==> src/rtl/fsm_sync_mc.sv <==
// ---------------------------------------------------------------------------
// fsm_sync_mc
//
// Multi-channel RF-arrival synchroniser for the shift/readout path. Each
// channel runs two copies of the same IDLE/ACTIVE state machine: one clocked
// on the rising edge and one on the falling edge. An RF event is therefore
// caught by whichever clock edge comes first. The channel is ACTIVE while
// either copy is ACTIVE.
//
// The block also provides:
//   - per-channel capture enable
//   - a programmable timeout with a sticky status flag
//   - a re-arm lockout after a timeout (so a stuck-high input cannot re-fire)
//   - saturating per-channel event counters
//
// Ports
//   clk         system clock; both edges are used
//   rst         synchronous, active-low reset. Each flop samples it on its
//               own clock edge.
//   rfin        RF event inputs (level), one per channel
//   ch_en       per-channel capture enable (blocks entry only)
//   sh_en       shift enable; its falling edge ends ACTIVE on all channels
//   fsm_rst     abort; forces every channel to IDLE
//   tmo_val     timeout in rising-edge cycles; 0 disables the timeout
//   clr_status  clears tmo_flag and evt_cnt (wins over set/increment)
//   active      per-channel ACTIVE (OR of the two edge state registers)
//   any_active  OR of active
//   tmo_flag    sticky per-channel timeout status
//   evt_cnt     saturating event counts, channel i at [i*CNT_W +: CNT_W]
// ---------------------------------------------------------------------------
module fsm_sync_mc #(
    parameter int N_CH  = 4,
    parameter int TMO_W = 8,
    parameter int CNT_W = 8
) (
    input  logic                  clk,
    input  logic                  rst,
    input  logic [N_CH-1:0]       rfin,
    input  logic [N_CH-1:0]       ch_en,
    input  logic                  sh_en,
    input  logic                  fsm_rst,
    input  logic [TMO_W-1:0]      tmo_val,
    input  logic                  clr_status,
    output logic [N_CH-1:0]       active,
    output logic                  any_active,
    output logic [N_CH-1:0]       tmo_flag,
    output logic [N_CH*CNT_W-1:0] evt_cnt
);

    typedef enum logic {IDLE = 1'b0, ACTIVE = 1'b1} state_t;

    localparam logic [TMO_W-1:0] TMO_ONE = TMO_W'(1);
    localparam logic [TMO_W-1:0] TMO_MAX = '1;
    localparam logic [CNT_W-1:0] CNT_ONE = CNT_W'(1);
    localparam logic [CNT_W-1:0] CNT_MAX = '1;

    state_t           st_pos [N_CH];
    state_t           st_neg [N_CH];
    logic [TMO_W-1:0] tcnt   [N_CH];
    logic [CNT_W-1:0] cnt    [N_CH];
    logic             sh_en_q;
    logic [N_CH-1:0]  lock;
    logic [N_CH-1:0]  active_q;
    logic [N_CH-1:0]  tmo_hit;
    logic [N_CH-1:0]  leave;
    logic [N_CH-1:0]  arm;
    logic             sh_end;

    // Shared next-state rule for both edge copies. In IDLE, any exit
    // condition suppresses entry, so exits always beat entries.
    function automatic state_t next_state(state_t cur, logic go, logic stop);
        case (cur)
            IDLE:    next_state = (go && !stop) ? ACTIVE : IDLE;
            default: next_state = stop ? IDLE : ACTIVE;
        endcase
    endfunction

    // All decode is taken from registers and inputs. active comes only from
    // the state flops, so there is no combinational path from rfin.
    always_comb begin
        // NOTE: every always_comb output gets a default first so no path can
        // leave it unassigned and infer a latch.
        active  = '0;
        tmo_hit = '0;
        leave   = '0;
        arm     = '0;
        evt_cnt = '0;
        sh_end  = ~sh_en & sh_en_q;
        for (int i = 0; i < N_CH; i++) begin
            active[i]  = (st_pos[i] == ACTIVE) | (st_neg[i] == ACTIVE);
            tmo_hit[i] = (tmo_val != '0) && (tcnt[i] >= tmo_val);
            leave[i]   = sh_end | fsm_rst | tmo_hit[i];
            arm[i]     = rfin[i] & ch_en[i] & ~lock[i];
            evt_cnt[i*CNT_W +: CNT_W] = cnt[i];
        end
    end

    assign any_active = |active;

    // Rising-edge state: edge FSM copy, timeout, lockout, status, counters.
    always_ff @(posedge clk) begin
        // NOTE: sequential state uses non-blocking assignments only, so every
        // right-hand side below sees the pre-edge value.
        if (!rst) begin
            sh_en_q  <= 1'b0;
            lock     <= '0;
            active_q <= '0;
            tmo_flag <= '0;
            // NOTE: tcnt and cnt are small per-channel flop banks rather than
            // RAM, so they are reset together with the rest of the state.
            for (int i = 0; i < N_CH; i++) begin
                st_pos[i] <= IDLE;
                tcnt[i]   <= '0;
                cnt[i]    <= '0;
            end
        end else begin
            sh_en_q  <= sh_en;
            active_q <= active;
            for (int i = 0; i < N_CH; i++) begin
                st_pos[i] <= next_state(st_pos[i], arm[i], leave[i]);

                if (!active[i])
                    tcnt[i] <= '0;
                else if (tcnt[i] != TMO_MAX)
                    tcnt[i] <= tcnt[i] + TMO_ONE;

                // A timeout arms the lockout. The lockout is released only
                // once rfin has been seen low.
                lock[i] <= (tmo_hit[i] & active[i]) | (lock[i] & rfin[i]);

                if (clr_status) begin
                    tmo_flag[i] <= 1'b0;
                    cnt[i]      <= '0;
                end else begin
                    if (tmo_hit[i] && active[i])
                        tmo_flag[i] <= 1'b1;
                    if (active[i] && !active_q[i] && cnt[i] != CNT_MAX)
                        cnt[i] <= cnt[i] + CNT_ONE;
                end
            end
        end
    end

    // Falling-edge copy of the channel FSMs. It uses the same next-state rule
    // and the same rising-edge registered lock, timeout and sh_en_q.
    always_ff @(negedge clk) begin
        if (!rst) begin
            for (int i = 0; i < N_CH; i++)
                st_neg[i] <= IDLE;
        end else begin
            for (int i = 0; i < N_CH; i++)
                st_neg[i] <= next_state(st_neg[i], arm[i], leave[i]);
        end
    end

endmodule

==> config.mk <==
export PLATFORM = sky130hd
export DESIGN_NAME = fsm_sync_mc
export DESIGN_NICKNAME = d
export VERILOG_FILES = /design/src/rtl/fsm_sync_mc.sv
export SDC_FILE = /design/constraint.sdc
export NUM_CORES = 1
export LEC_CHECK = 0
export ABC_AREA = 1
export ABC_CLOCK_PERIOD_IN_PS = 2300
export CELL_PAD_IN_SITES_DETAIL_PLACEMENT = 1
export CELL_PAD_IN_SITES_GLOBAL_PLACEMENT = 1
export CORE_MARGIN = 3
export CORE_UTILIZATION = 42
export DETAILED_ROUTE_END_ITERATION = 8
export PLACE_DENSITY_LB_ADDON = 0.1
export SLEW_MARGIN = 20
export SYNTH_ARGS = -nofsm -noshare
export SYNTH_HDL_FRONTEND = slang
export SYNTH_SLANG_ARGS = --single-unit
==> constraint.sdc <==
create_clock -name clk -period 2.3 [get_ports clk]
set_input_delay 0.345 -clock clk [delete_from_list [all_inputs] [get_ports clk]]
set_output_delay 0.345 -clock clk [all_outputs]
set_load 0.02 [all_outputs]
==> out/metrics.cfg, run 1 <==
[outcome]
status=finished, violations left
violations=setup timing

[pwr]
power_w=0.003934
powerDensity_nw_per_um2=525.1
power.leakage_nw=3.018
ir_drop_mv=0.4861

[routing]
ant_nets=0
vias=4665
wl_met2_mm=9.979
avgViaCountPerCell=5.482
highest_layer=met4
post_drt_wl_per_cell_um=22.29
dr.pass1.iters=4
drt_iter0_drc=314
met1_length_mm=7.503
wl_met3_um=760
drt_wl_total_mm=18.97
drc=0

[placement]
gp_congestion=0.7813
io_buffers=61
dpl-instance-area_um2=6133
place_hpwl_mm=9.913

[yosys]
synthTopCellsByCount=nand2_1 (109), inv_1 (88), nor2_1 (69), edfxtp_1 (64), ha_1 (40)
synth_top_family_by_area=simple AND/OR/NAND/NOR gates
syn_inst=540
netlist.area_leader.share=0.3973
synth_area_leaders=edfxtp_1 (40%), ha_1 (10%), dfxtp_1 (8.7%)
ys.flop_type=edfxtp_1
synth_top_cell_by_area=edfxtp_1
synth-adder-area-share=0.1035
synth_compound_area_frac=0.07217
avgSynthCellArea_um2=8.958
yosysMostFrequentCell=nand2_1
synth_fp_nets=601
synth-simple-area-share=0.2444
synth_cell_types=33
syn_area_um2=4837
synth_edf_count=64
ys_ff_latch=85
async_flop_share=0
synth_xor_area_frac=0.02535
ys_seq_area_frac=0.4842
synth_mux_area_frac=0
ys_warn_count=0

[job]
cap_viol_max_count=0

[grt]
grt_start_max_net_pins=15
grt_pass1_wl_mm=24.47
grt.overflow.total=0
antenna_found_initial=0
grt.total_usage=0.2423
first_global_vias=4946

[sta]
slew_headroom=0.6372
finalSetupViolCount=138
hold_violations=0
worstMarginPinSlew_ps=540.0
final_max_slew_viol_count=0
skew_ps=72.72
rsz0062_at_grt=true
setup_ws_ps=-418.9

[cts]
ctsHoldBuffers=0
cts_root_buf=clkbuf_16
clk_pin_slew_worst_paths_ps=70
cts.htree.levels=3
numClockSinks=85
tritoncts=yes
clkLatencyLatePin_ps=420
cts_buffers=9
clk_path_buf_depth=2

[critical_path]
cp-start-kind=flop
rrSetupSlack_ps=-420
critPathSlowestCell=edfxtp_1
cp_top_family=simple AND/OR/NAND/NOR gates
crit_buf_inv=1
setup.worst_path.end_class=flop
worstSetupPathType=reg2reg
path_max_fanout=2
r2r_start=tcnt[1][0]
cp_data_arrival_time_ps=1910
rr_worst_depth=11
slowest_delay_ps=420
cp.required_ps=1490
cp_cell_sequence=inv_1, ha_1, nand2_1, nand3_1, nand2_1, nand2_1, nand2_1, nand2_2, nand2_2, nand2_2, a21oi_2
crit_path_frequent_cell=nand2_1
r2r_end=st_neg[0][1]

[finish]
num_antenna_cells=0
nets=767
final_area_um2=7491
drive_gt1_frac=0.3615
syn2layout_area_growth_pct=54.86

[floorplan]
ios=62
start_util=0.4385
die_y_um=113.3
die_w_um=113.3
core.rowCount=38
die_area_um2=12840
core_um2=11030

[worst_hold_path]
whs_endpoint=lock[1]
min_from=lock[1]
hold_class=reg2reg
whs_path_depth=2

[cells by family after synthesis]
logic type	Yosys count
buf+inv	90
simple gates	254
compound gates	57
xor+xnor	14
flops	85
fa+ha+maj	40
[tightest hold or removal path, stage by stage (launching register included)]
cell     delay (ps)
dfxtp_1         310
nand2_1          60
a21oi_1          60
[where the power goes]
| group | leakage, nW | switching, W | internal, W | total [W] |
|---|---|---|---|---|
| registers | 0.922 | 0.0000560 | 0.00169 | 0.00174 |
| logic | 1.92 | 0.000322 | 0.000242 | 0.000564 |
| clock network | 0.178 | 0.000714 | 0.000911 | 0.00163 |
[through the flow]
stage | cells | TNS (ps) | worst slack [ps] | utilization | hold WS [ps]
after floorplan | 540 | -675.0 | -184.0 | - | 431.1
final | 851 | -32040 | -418.9 | 0.6791 | 468.6
after detailed placement | 802 | -24600 | -920.8 | 0.5560 | 451.7
after global routing | 851 | -38410 | -513.5 | 0.6791 | 484.8
after global placement | 802 | -20070 | -855.4 | 0.5560 | 440.4
after CTS | 834 | -22320 | -324.7 | 0.6303 | 462.6
[area by class of cell]
type / instances / area [um2]
Clock buffer: 9 / 225.2
Clock inverter: 11 / 101.3
Fill cell: 1181 / 3540
Inverter: 89 / 344.1
Multi-Input combinational cell: 365 / 2928
Sequential cell: 85 / 2347
Tap cell: 140 / 175.2
Timing Repair Buffer: 152 / 1370
[state kept, by name (all words and copies together) (netlist names)]
name / count
active_q: 4
tmo_flag: 4
lock: 4
sh_en_q: 1
tcnt: 32
st_pos: 4
cnt: 32
st_neg: 4
[cell usage in the layout, fill, tap and decap left out, drive strengths merged]
cell type,synthesis,routed
buf,0,96
nand4,8,8
or3,1,1
o21ai,8,8
clkbuf,0,9
o31ai,2,2
nand2,111,111
clkdlybuf4s50,0,48
ha,40,40
inv,90,94
nor3,21,21
dlygate4sd2,0,8
a21oi,40,40
clkinv,0,4
nand3b,4,4
edfxtp,64,64
nor3b,10,10
a211oi,1,1
xor2,9,9
nor4,2,2
dfxtp,21,21
a31oi,1,1
bufinv,0,2
nor2,70,70
a21o,1,1
or2,3,3
xnor2,5,5
o21a,4,4
nand3,24,24
[timing repair]
| action | CTS | global route |
|---|---|---|
| endpoints found under the setup margin | 137 | 139 |
| setup buffers | 13 | 18 |
| pin swaps | 32 | 24 |
| resized for setup | 141 | 82 |
| cloned | 0 | 0 |
[how the worst max path moves through the flow]
stage | end | cells past startpoint | slack, ps | startpoint
after global placement | st_neg[0][2] | 10 | -860 | tmo_val[5]
after floorplan | st_neg[0][2] | 8 | -180 | tcnt[2][7]
after global routing | st_neg[0][1] | 11 | -510 | tcnt[1][0]
after detailed placement | st_neg[0][2] | 10 | -920 | tmo_val[5]
final | st_neg[0][1] | 11 | -420 | tcnt[1][0]
after CTS | any_active | 3 | -320 | st_neg[0][1]
[per-layer routing]
layer  up-vias  global-route usage
li1       2129                   -
met5         -                   0
met3        48             0.03957
met4         0              0.1002
met2       145              0.4384
met1      2343              0.2838
Power figures use the tool's default switching activity.
==> run 2, diff against run 1 <==
Settings changed: CORE_UTILIZATION 42 to 41.
==> run 2 against run 1 <==
The run still ends with setup timing left. Count of clock-buffer cells in the layout grew 4. Combinational power is 7.3% lower. Core utilization shrank 3.9 points. Total power shrank 5.7%. First-iteration DRC count is 31% lower. Final cell count rose by 0.12%. Die area is 2.3% higher. Non-clock buffer count shrank 2. Clock power is 11% lower. Routed wire length decreased by 18%. Critical endpoint is now any_active. Sequential cell count did not move. Sequential share of layout area rose by 0.65 points.
==> out/metrics.cfg, run 2 (synthesized netlist as in run 1, its figures left out) <==
[finish]
layout_common_cells=nand2_1 (83), inv_1 (78), buf_4 (71), edfxtp_1 (64), clkdlybuf4s50_1 (48)
nets=765
syn2layout_area_growth_pct=51.71
drive_gt1_frac=0.3512
top_regs=cnt x32, tcnt x32
instances_no_fill=852
utilization=0.6399
num_antenna_cells=0
final_common_cell=nand2_1
final_area_um2=7338

[routing]
highest_layer=met4
drt_wl_total_mm=15.53
vias=4414
drt_iter0_drc=217
ant_nets=0
dr.pass1.iters=4
met1_length_mm=6.516
avgViaCountPerCell=5.181
wl_met2_mm=8.361
post_drt_wl_per_cell_um=18.23
drc=0
wl_met3_um=358

[sta]
final_max_slew_viol_count=0
rsz0062_at_grt=true
hold_violations=0
skew_ps=70.46
worstMarginPinSlew_ps=409.0
setup-tns-final_ps=-21000
setup_ws_ps=-441.5
slew_headroom=0.7266
finalSetupViolCount=128

[cts]
clk_pin_slew_worst_paths_ps=60
cts.htree.levels=3
clk_path_buf_depth=2
tritoncts=yes
numClockSinks=85
cts_buffers=9
cts_root_buf=clkbuf_16
clkLatencyLatePin_ps=410

[floorplan]
core_um2=11470
core.rowCount=39
die_w_um=114.6
die_area_um2=13140
start_util=0.4218
ios=62
die_y_um=114.6

[worst_hold_path]
whs_path_depth=2
whs_endpoint=tmo_flag[1]
min_from=tmo_flag[1]
hold_class=reg2reg

[placement]
place_hpwl_mm=9.914
dp_cells=806
post-place-ws_ps=-890.9
dpl-instance-area_um2=6145
io_buffers=61
gp_congestion=0.8062

[pwr]
p_comb_frac=0.141
power.leakage_nw=2.993
ir_drop_mv=0.4303
internal-power_w=0.002731
switchingPower_w=0.0009803
swShare=0.2641
sequentialPowerShare=0.469
powerDensity_nw_per_um2=505.7
pwr-share-clk=0.390

[critical_path]
path_max_fanout=3
cp.required_ps=1960
cp-start-kind=flop
worstSetupPathType=reg2out
rrSetupSlack_ps=-330
r2r_start=tcnt[0][3]
setup.worst_path.end_class=output pin
cp_data_arrival_time_ps=2400
rr_worst_depth=8
r2r_end=st_neg[0][0]

[grt]
grt_pass1_wl_mm=23.83
first_global_vias=4806
grt_start_max_net_pins=15
grt.overflow.total=0
grt.total_usage=0.2322
antenna_found_initial=0

[outcome]
status=finished, violations left
violations=setup timing

[job]
cap_viol_max_count=0

==> run 2: routing by layer <==
| layer | GRT usage | vias to the layer above |
|---|---|---|
| li1 | - | 2130 |
| met1 | 0.2870 | 2195 |
| met2 | 0.4036 | 67 |
| met3 | 0.04387 | 22 |
| met4 | 0.08234 | 0 |
| met5 | 0 | - |
==> run 2: area by class of cell <==
| cell class | instances | area (um2) |
|---|---|---|
| Clock buffer | 13 | 261.5 |
| Timing Repair Buffer | 150 | 1345 |
| Fill cell | 1267 | 4129 |
| Multi-Input combinational cell | 365 | 2826 |
| Sequential cell | 85 | 2347 |
| Tap cell | 143 | 178.9 |
| Inverter | 89 | 344.1 |
| Clock inverter | 7 | 35.03 |
==> run 2: power groups by stage <==
stage / clock network (W) / registers (W) / logic [W]
floorplan: 0.0000135 / 0.00179 / 0.000164
global placement: 0.0000135 / 0.00176 / 0.000401
detailed placement: 0.0000135 / 0.00177 / 0.000415
CTS: 0.00146 / 0.00174 / 0.000470
global route: 0.00155 / 0.00175 / 0.000567
finish: 0.00145 / 0.00174 / 0.000523
==> run 2: repair_timing <==
action | CTS | global route
pin swaps | 28 | 30
buffers inserted | 24 | 17
resized for setup | 132 | 73
endpoints found under the setup margin | 139 | 138
hold buffers | 0 | 0
==> run 2: how the worst max path moves through the flow <==
stage / start / to / slack (ps) / cells after the start
4_1_cts: st_neg[0][1] / any_active / -340 / 3
2_1_floorplan: tcnt[2][7] / st_neg[0][2] / -180 / 8
3_3_place_gp: tmo_val[5] / st_neg[0][2] / -860 / 10
3_5_place_dp: tmo_val[5] / st_neg[0][2] / -890 / 10
5_1_grt: st_neg[0][2] / any_active / -460 / 3
6_report: st_neg[0][0] / any_active / -440 / 3
==> run 2: critical path, stage by stage, from the launching register on <==
cell and delay (ps):
dfxtp_2 340, nor2_4 160, nand4_1 160, buf_6 170
==> run 2: through the flow <==
| stage | total power (W) | hold slack [ps] |
|---|---|---|
| global placement | 0.002175 | 440.6 |
| floorplan | 0.001972 | 431.1 |
| finish | 0.003711 | 464.6 |
| global route | 0.003864 | 493.1 |
| CTS | 0.003671 | 461.2 |
| detailed placement | 0.002194 | 451.9 |
